[src/rtl/phys_free_list_if.sv]
// Bundle of the rename/commit-facing signals of the physical free list.
//   master : the pipeline side. It drives the alloc requests, commit count, frees and flush,
//            and it reads back the tags, the ready flag, the count and the error flags.
//   slave  : the free list itself.
// clk_en travels with the bundle because it gates every transaction on it.
interface phys_free_list_if #(
  parameter int unsigned PHYS_COUNT      = 64,
  parameter int unsigned PHYS_ADDR_WIDTH = $clog2(PHYS_COUNT),
  parameter int unsigned ALLOC_PORTS     = 4,
  parameter int unsigned FREE_PORTS      = 4,
  parameter int unsigned CNT_WIDTH       = $clog2(PHYS_COUNT + 1)
);
  localparam int unsigned CommitWidth = $clog2(ALLOC_PORTS + 1);

  logic                                         clk_en;
  logic [ALLOC_PORTS-1:0]                       alloc_req;
  logic                                         alloc_ready;
  logic [ALLOC_PORTS-1:0][PHYS_ADDR_WIDTH-1:0]  alloc_tag;
  logic [CommitWidth-1:0]                       commit_cnt;
  logic [FREE_PORTS-1:0]                        free_en;
  logic [FREE_PORTS-1:0][PHYS_ADDR_WIDTH-1:0]   free_tag;
  logic                                         flush;
  logic [CNT_WIDTH-1:0]                         free_count;
  logic                                         err_overflow;
  logic                                         err_underflow;

  modport master (
    output clk_en, alloc_req, commit_cnt, free_en, free_tag, flush,
    input  alloc_ready, alloc_tag, free_count, err_overflow, err_underflow
  );

  modport slave (
    input  clk_en, alloc_req, commit_cnt, free_en, free_tag, flush,
    output alloc_ready, alloc_tag, free_count, err_overflow, err_underflow
  );
endinterface

[src/rtl/phys_free_list.sv]
// Physical register free list. It is a circular ring of free tags with three pointers:
//   head  : speculative alloc point. Rename takes tags from here.
//   chead : committed alloc point. head rolls back to it on flush.
//   tail  : insertion point for tags released by commit.
// Ports:
//   clk, sync_rst_n : clock and asynchronous active-low reset.
//   fl (slave)      : clk_en, alloc_req/alloc_ready/alloc_tag, commit_cnt, free_en/free_tag,
//                     flush, free_count, err_overflow, err_underflow.
// alloc_tag is show-ahead and combinational from alloc_req. All other outputs are registers.
module phys_free_list #(
  parameter int unsigned PHYS_COUNT      = 64,
  parameter int unsigned ARCH_COUNT      = 32,
  parameter int unsigned PHYS_ADDR_WIDTH = $clog2(PHYS_COUNT),
  parameter int unsigned ALLOC_PORTS     = 4,
  parameter int unsigned FREE_PORTS      = 4,
  parameter int unsigned CNT_WIDTH       = $clog2(PHYS_COUNT + 1)
) (
  input logic             clk,
  input logic             sync_rst_n,
  phys_free_list_if.slave fl
);
  localparam int unsigned InitFree = PHYS_COUNT - ARCH_COUNT;

  typedef logic [PHYS_ADDR_WIDTH-1:0] ptr_t;

  ptr_t                  head_q, head_d;
  ptr_t                  chead_q, chead_d;
  ptr_t                  tail_q, tail_d;
  ptr_t [PHYS_COUNT-1:0] ring_q, ring_d;
  logic [CNT_WIDTH-1:0]  count_q, count_d;
  logic                  ready_q, ready_d;
  logic                  err_ovf_q, err_ovf_d;
  logic                  err_unf_q, err_unf_d;

  ptr_t alloc_rank [ALLOC_PORTS];
  ptr_t alloc_total;
  ptr_t free_rank  [FREE_PORTS];
  ptr_t free_total;
  ptr_t in_flight;
  ptr_t occupied;
  ptr_t count_diff;

  // Prefix popcounts: a slot's rank is the number of set bits below it.
  always_comb begin
    alloc_total = '0;
    for (int unsigned i = 0; i < ALLOC_PORTS; i++) begin
      alloc_rank[i] = alloc_total;
      alloc_total   = alloc_total + ptr_t'(fl.alloc_req[i]);
    end
  end

  always_comb begin
    free_total = '0;
    for (int unsigned j = 0; j < FREE_PORTS; j++) begin
      free_rank[j] = free_total;
      free_total   = free_total + ptr_t'(fl.free_en[j]);
    end
  end

  // Every slot shows the tag at its rank, even when it is not requesting.
  always_comb begin
    for (int unsigned i = 0; i < ALLOC_PORTS; i++) begin
      fl.alloc_tag[i] = ring_q[ptr_t'(head_q + alloc_rank[i])];
    end
  end

  always_comb begin
    head_d    = head_q;
    chead_d   = chead_q;
    tail_d    = tail_q;
    ring_d    = ring_q;
    err_ovf_d = err_ovf_q;
    err_unf_d = err_unf_q;

    // Allocations not yet retired, and tags outside the ring's free window.
    in_flight = head_q - chead_q;
    occupied  = tail_q - chead_q;

    if (fl.clk_en) begin
      if (ptr_t'(fl.commit_cnt) > in_flight) begin
        err_unf_d = 1'b1;
      end else begin
        chead_d = chead_q + ptr_t'(fl.commit_cnt);
      end

      // Accepting more frees than the free window can hold would overwrite live tags.
      if (free_total > ptr_t'(InitFree) - occupied) begin
        err_ovf_d = 1'b1;
      end else begin
        for (int unsigned j = 0; j < FREE_PORTS; j++) begin
          if (fl.free_en[j]) begin
            ring_d[ptr_t'(tail_q + free_rank[j])] = fl.free_tag[j];
          end
        end
        tail_d = tail_q + free_total;
      end

      // The rollback target includes any commit made in the same cycle.
      if (fl.flush) begin
        head_d = chead_d;
      end else if (ready_q && (|fl.alloc_req)) begin
        head_d = head_q + alloc_total;
      end
    end

    count_diff = tail_d - head_d;
    count_d    = CNT_WIDTH'(count_diff);
    ready_d    = (count_d >= CNT_WIDTH'(ALLOC_PORTS));
  end

  always_ff @(posedge clk or negedge sync_rst_n) begin
    if (!sync_rst_n) begin
      head_q    <= '0;
      chead_q   <= '0;
      tail_q    <= ptr_t'(InitFree);
      count_q   <= CNT_WIDTH'(InitFree);
      ready_q   <= (InitFree >= ALLOC_PORTS);
      err_ovf_q <= 1'b0;
      err_unf_q <= 1'b0;
      for (int unsigned i = 0; i < PHYS_COUNT; i++) begin
        ring_q[i] <= (i < InitFree) ? ptr_t'(ARCH_COUNT + i) : '0;
      end
    end else begin
      head_q    <= head_d;
      chead_q   <= chead_d;
      tail_q    <= tail_d;
      count_q   <= count_d;
      ready_q   <= ready_d;
      err_ovf_q <= err_ovf_d;
      err_unf_q <= err_unf_d;
      ring_q    <= ring_d;
    end
  end

  assign fl.alloc_ready   = ready_q;
  assign fl.free_count    = count_q;
  assign fl.err_overflow  = err_ovf_q;
  assign fl.err_underflow = err_unf_q;
endmodule

[src/flat_wrapper.sv]
// flat-port wrapper written by rule: the top's interface ports become plain ports
module phys_free_list_flat 
#(
  parameter int unsigned PHYS_COUNT      = 64,
  parameter int unsigned ARCH_COUNT      = 32,
  parameter int unsigned PHYS_ADDR_WIDTH = $clog2(PHYS_COUNT),
  parameter int unsigned ALLOC_PORTS     = 4,
  parameter int unsigned FREE_PORTS      = 4,
  parameter int unsigned CNT_WIDTH       = $clog2(PHYS_COUNT + 1)
)
  (clk, sync_rst_n, fl_clk_en, fl_alloc_req, fl_commit_cnt, fl_free_en, fl_free_tag, fl_flush, fl_alloc_ready, fl_alloc_tag, fl_free_count, fl_err_overflow, fl_err_underflow);
  phys_free_list_if #(.PHYS_COUNT(PHYS_COUNT), .PHYS_ADDR_WIDTH(PHYS_ADDR_WIDTH), .ALLOC_PORTS(ALLOC_PORTS), .FREE_PORTS(FREE_PORTS), .CNT_WIDTH(CNT_WIDTH)) fl_i ();
  input logic clk;
  input logic sync_rst_n;
  input wire logic [$bits(fl_i.clk_en)-1:0] fl_clk_en;
  input wire logic [$bits(fl_i.alloc_req)-1:0] fl_alloc_req;
  input wire logic [$bits(fl_i.commit_cnt)-1:0] fl_commit_cnt;
  input wire logic [$bits(fl_i.free_en)-1:0] fl_free_en;
  input wire logic [$bits(fl_i.free_tag)-1:0] fl_free_tag;
  input wire logic [$bits(fl_i.flush)-1:0] fl_flush;
  output wire logic [$bits(fl_i.alloc_ready)-1:0] fl_alloc_ready;
  output wire logic [$bits(fl_i.alloc_tag)-1:0] fl_alloc_tag;
  output wire logic [$bits(fl_i.free_count)-1:0] fl_free_count;
  output wire logic [$bits(fl_i.err_overflow)-1:0] fl_err_overflow;
  output wire logic [$bits(fl_i.err_underflow)-1:0] fl_err_underflow;
  assign fl_i.clk_en = fl_clk_en;
  assign fl_i.alloc_req = fl_alloc_req;
  assign fl_i.commit_cnt = fl_commit_cnt;
  assign fl_i.free_en = fl_free_en;
  assign fl_i.free_tag = fl_free_tag;
  assign fl_i.flush = fl_flush;
  assign fl_alloc_ready = fl_i.alloc_ready;
  assign fl_alloc_tag = fl_i.alloc_tag;
  assign fl_free_count = fl_i.free_count;
  assign fl_err_overflow = fl_i.err_overflow;
  assign fl_err_underflow = fl_i.err_underflow;
  phys_free_list #(.PHYS_COUNT(PHYS_COUNT), .ARCH_COUNT(ARCH_COUNT), .PHYS_ADDR_WIDTH(PHYS_ADDR_WIDTH), .ALLOC_PORTS(ALLOC_PORTS), .FREE_PORTS(FREE_PORTS), .CNT_WIDTH(CNT_WIDTH)) u_core (.clk(clk), .sync_rst_n(sync_rst_n), .fl(fl_i));
endmodule
[config.mk]
export PLATFORM = sky130hd
export DESIGN_NAME = phys_free_list_flat
export DESIGN_NICKNAME = d
export VERILOG_FILES = /design/src/rtl/phys_free_list_if.sv /design/src/rtl/phys_free_list.sv /design/src/flat_wrapper.sv
export SDC_FILE = /design/constraint.sdc
export NUM_CORES = 2
export LEC_CHECK = 0
export CAP_MARGIN = 20
export CORE_MARGIN = 4
export CORE_UTILIZATION = 41
export CTS_CLUSTER_DIAMETER = 80
export DETAILED_ROUTE_END_ITERATION = 6
export MAX_ROUTING_LAYER = met4
export PLACE_DENSITY_LB_ADDON = 0.12
export SYNTH_ARGS = -nofsm -noshare
export SYNTH_HDL_FRONTEND = slang
export SYNTH_SLANG_ARGS = --single-unit
[constraint.sdc]
create_clock -name clk -period 4.9 [get_ports clk]
set_input_delay 0.49 -clock clk [delete_from_list [all_inputs] [get_ports clk]]
set_output_delay 0.49 -clock clk [all_outputs]
set_load 0.005 [all_outputs]
==> metrics <==
final HPWL from detailed placement 178000 um; share of power burned in registers 19.2%; Crit Path Max Fanout 96; post-route insts no fill 6551; pin count of the biggest net entering global routing approximately 180; largest cells by area after synthesis mux4_2, dfrtp_1, mux2i_1, dfstp_2, a211oi_1; Seq/Total Area, Yosys between 20% and 30%; FF+latch count, synth 411; RSZ-0062 raised after global routing true; Critical Path RT 4.41 ns; placed insts 6374; P_int 20.9 mW; core area 113000 sq um; Avg WL per Cell 40.3 um; top cells by instance count after synthesis nand2_1, mux4_2, clkbuf_1, a211oi_1, mux2i_1; Congestion Overflow GR 0; crit path DAT 4.44 ns; Max Slew Vio Count 0; clock root cell clkbuf_16; first-pass detailed-route iteration total 7; die area 120000 sq um; share of total power in the clock network 10.1%; Routability Congestion 1.10; endpoints failing hold 0; sw frac 51.0%; Max Buffers Root-to-Sink 3; number of library cell types mapped by synthesis 103; Final WS setup -0.0271 ns; pin slew with the least headroom to its limit 1.23 ns; die width 347 um; startpoint types flip-flop; min Tclk post-route just under 5 ns; Comb pwr share 70.7%; synth warn 0; final setup violating endpoints 7; DRC marker count from the first detailed-route iteration 8474; first-pass GRT wire length 369000 um; # DRC 3; Num CTS Buffers 57; leading area contributor after synthesis mux4_2; Max H-tree Level 2; WL final 264000 um; Finished Core Util 47.8%; EDFF count, synth 0; Synth Instances 4920; status finished, violations left; antenna-violating nets left 0; CTS clk-pin slew, worst paths ~0.06 ns; Post-synth ARST share between 90% and 100%; maximum vdd drop roughly 0.6 mV; vias about 50000; All-Layer GR Usage 43.5%; CTS Sinks 411; Main synth FF type dfrtp_1; most common cell in the synthesized netlist nand2_1; number of fill cells in the layout 10600; syn_area_per_cell 9.56 sq um; multi-input combinational cell area 34300 sq um; P_leak roughly 20 nW; Worst R2R Setup Slack 0.22 ns; violated checks design-rule violations, negative setup slack; CTS tree built; f_max 203 MHz; initial antenna violation count 24; Setup Skew 0.0356 ns; Crit. End Element output port; Hold Path Class in -> reg; clk_lat worst skew 0.71 ns; P_sw roughly 22 mW; Slew HR 18.2%; ratio of cells with drive above 1 in the final layout between 30% and 40%; register area roughly 10000 sq um; Mapped Nets 5027; Die Ht 347 um; starting density of the core 41.6%; maxcap violations 0; row cnt 123; type of the worst setup path reg -> out; area share of the largest cell type after synthesis 24.1%; vias per cell roughly 7.7; Layout area overhead 15.0%; period utilisation layout 101%; IO Count 73; Syn Std Cell Area 47000 sq um; vias in the first global route 46600; total power ~43 mW; IO buf count 71; nets 5080; Power Dens Cells 788 nW/um^2; Fin Setup TNS -0.114 ns
-- layout make-up --
| cell class | count | share of cell area (%) |
|---|---|---|
| clock inverters | 17 | 0.271 |
| diodes | 30 | 0.139 |
| well taps | 1500 | 3.47 |
| flip-flops and latches | 411 | 19.3 |
| inverters | 43 | 0.303 |
| multi-input cells | 3902 | 63.4 |
| repair buffers | 558 | 9.97 |
| clock buffers | 90 | 3.15 |
-- per-stage QoR --
step / hold slack, ns / cell area (sq um) / setup slack (ns)
after global routing: 0.335 / 54100 / -0.0610
after CTS: 0.275 / 53800 / -0.0344
after detailed placement: 0.472 / 51500 / -0.501
after floorplan: 0.194 / 47000 / 0.00719
final: 0.297 / 54100 / -0.0271
after global placement: 0.466 / 51400 / -0.473
-- cells in the final DEF, fill, tap and decap left out, drive strengths merged, types with 11 or more instances in the layout --
cell / instances
o21ai: 625
mux2i: 337
clkbuf: 95
dfrtp: 296
a21oi: 64
nand2: 640
nor4: 11
a21o: 13
ha: 54
nand2b: 13
fa: 14
o21a: 39
nor2: 201
o211ai: 106
dfstp: 115
buf: 511
nor3: 199
inv: 46
o2111ai: 103
mux4: 504
mux2: 138
nand3: 159
a32o: 16
xnor2: 35
and3: 14
o221ai: 11
a211oi: 354
a221oi: 99
a22o: 37
diode: 30
xor2: 11
clkdlybuf4s50: 30
-- critical path: stages, from the launching register on --
cell and delay (ns):
dfrtp_4 0.41, buf_8 0.12, buf_12 0.12, buf_16 0.39
mux4_2 0.67, mux4_2 0.58, mux4_2 0.57, clkdlybuf4s50_1 0.49
-- logic make-up after synthesis --
kind of cell / count (synthesis) / synth area share, %
xor gates and xnor gates: 46 / 0.977
AOI/OAI and AO/OA: 1516 / 22.1
adders and majority gates: 68 / 2.03
muxes: 979 / 34.6
and+or+nand+nor: 1292 / 12.6
DFF: 411 / 22.2
buffers and inverters: 607 / 5.47
other: 1 / 0.00798
-- sequential cells by signal, indices dropped and copies added (netlist names) --
register,count
u_core.chead_q,6
u_core.fl.alloc_ready,1
u_core.fl.err_overflow,1
u_core.fl.err_underflow,1
u_core.fl.free_count,6
u_core.head_q,6
u_core.ring_q,384
u_core.tail_q,6
-- worst paths after layout --
kind | from | to | depth (start not counted)
worst max-delay path | u_core.head_q[0] | fl_alloc_tag[4] | 7
worst min-delay path | fl_free_tag[22] | u_core.ring_q[106] | 3
worst max register to register | u_core.head_q[0] | u_core.fl.alloc_ready | 22
worst min register to register | u_core.fl.err_underflow | u_core.fl.err_underflow | 1
max in group asynchronous | sync_rst_n | u_core.ring_q[34] | 3
min in group asynchronous | sync_rst_n | u_core.ring_q[322] | 2
-- power by group through the flow --
stage | Combinational, mW | Clock [mW] | Sequential (mW)
CTS | 28.6 | 4.35 | 7.77
global route | 31.0 | 4.48 | 8.01
global placement | 27.6 | 0 | 7.84
floorplan | 17.9 | 0 | 6.11
detailed placement | 27.8 | 0 | 7.81
finish | 30.1 | 4.33 | 8.17
-- routing by layer --
| layer | track usage (%) | share of wire [%] |
|---|---|---|
| met1 | 53.6 | 36 |
| met2 | 57.0 | 40 |
| met3 | 18.7 | 16 |
| met4 | 29.9 | 8.6 |
| met5 | - | 0 |
-- what timing repair did --
action / CTS / global route
hold buffers: 1 / 0
hold endpoints to repair: 56 / 0
setup endpoints to repair: 18 / 16
resized for setup: 60 / 13
gates cloned: 7 / 4
setup buffers: 16 / 13
pin swaps: 6 / 6
Note: power is estimated with default switching activity, not from simulation.
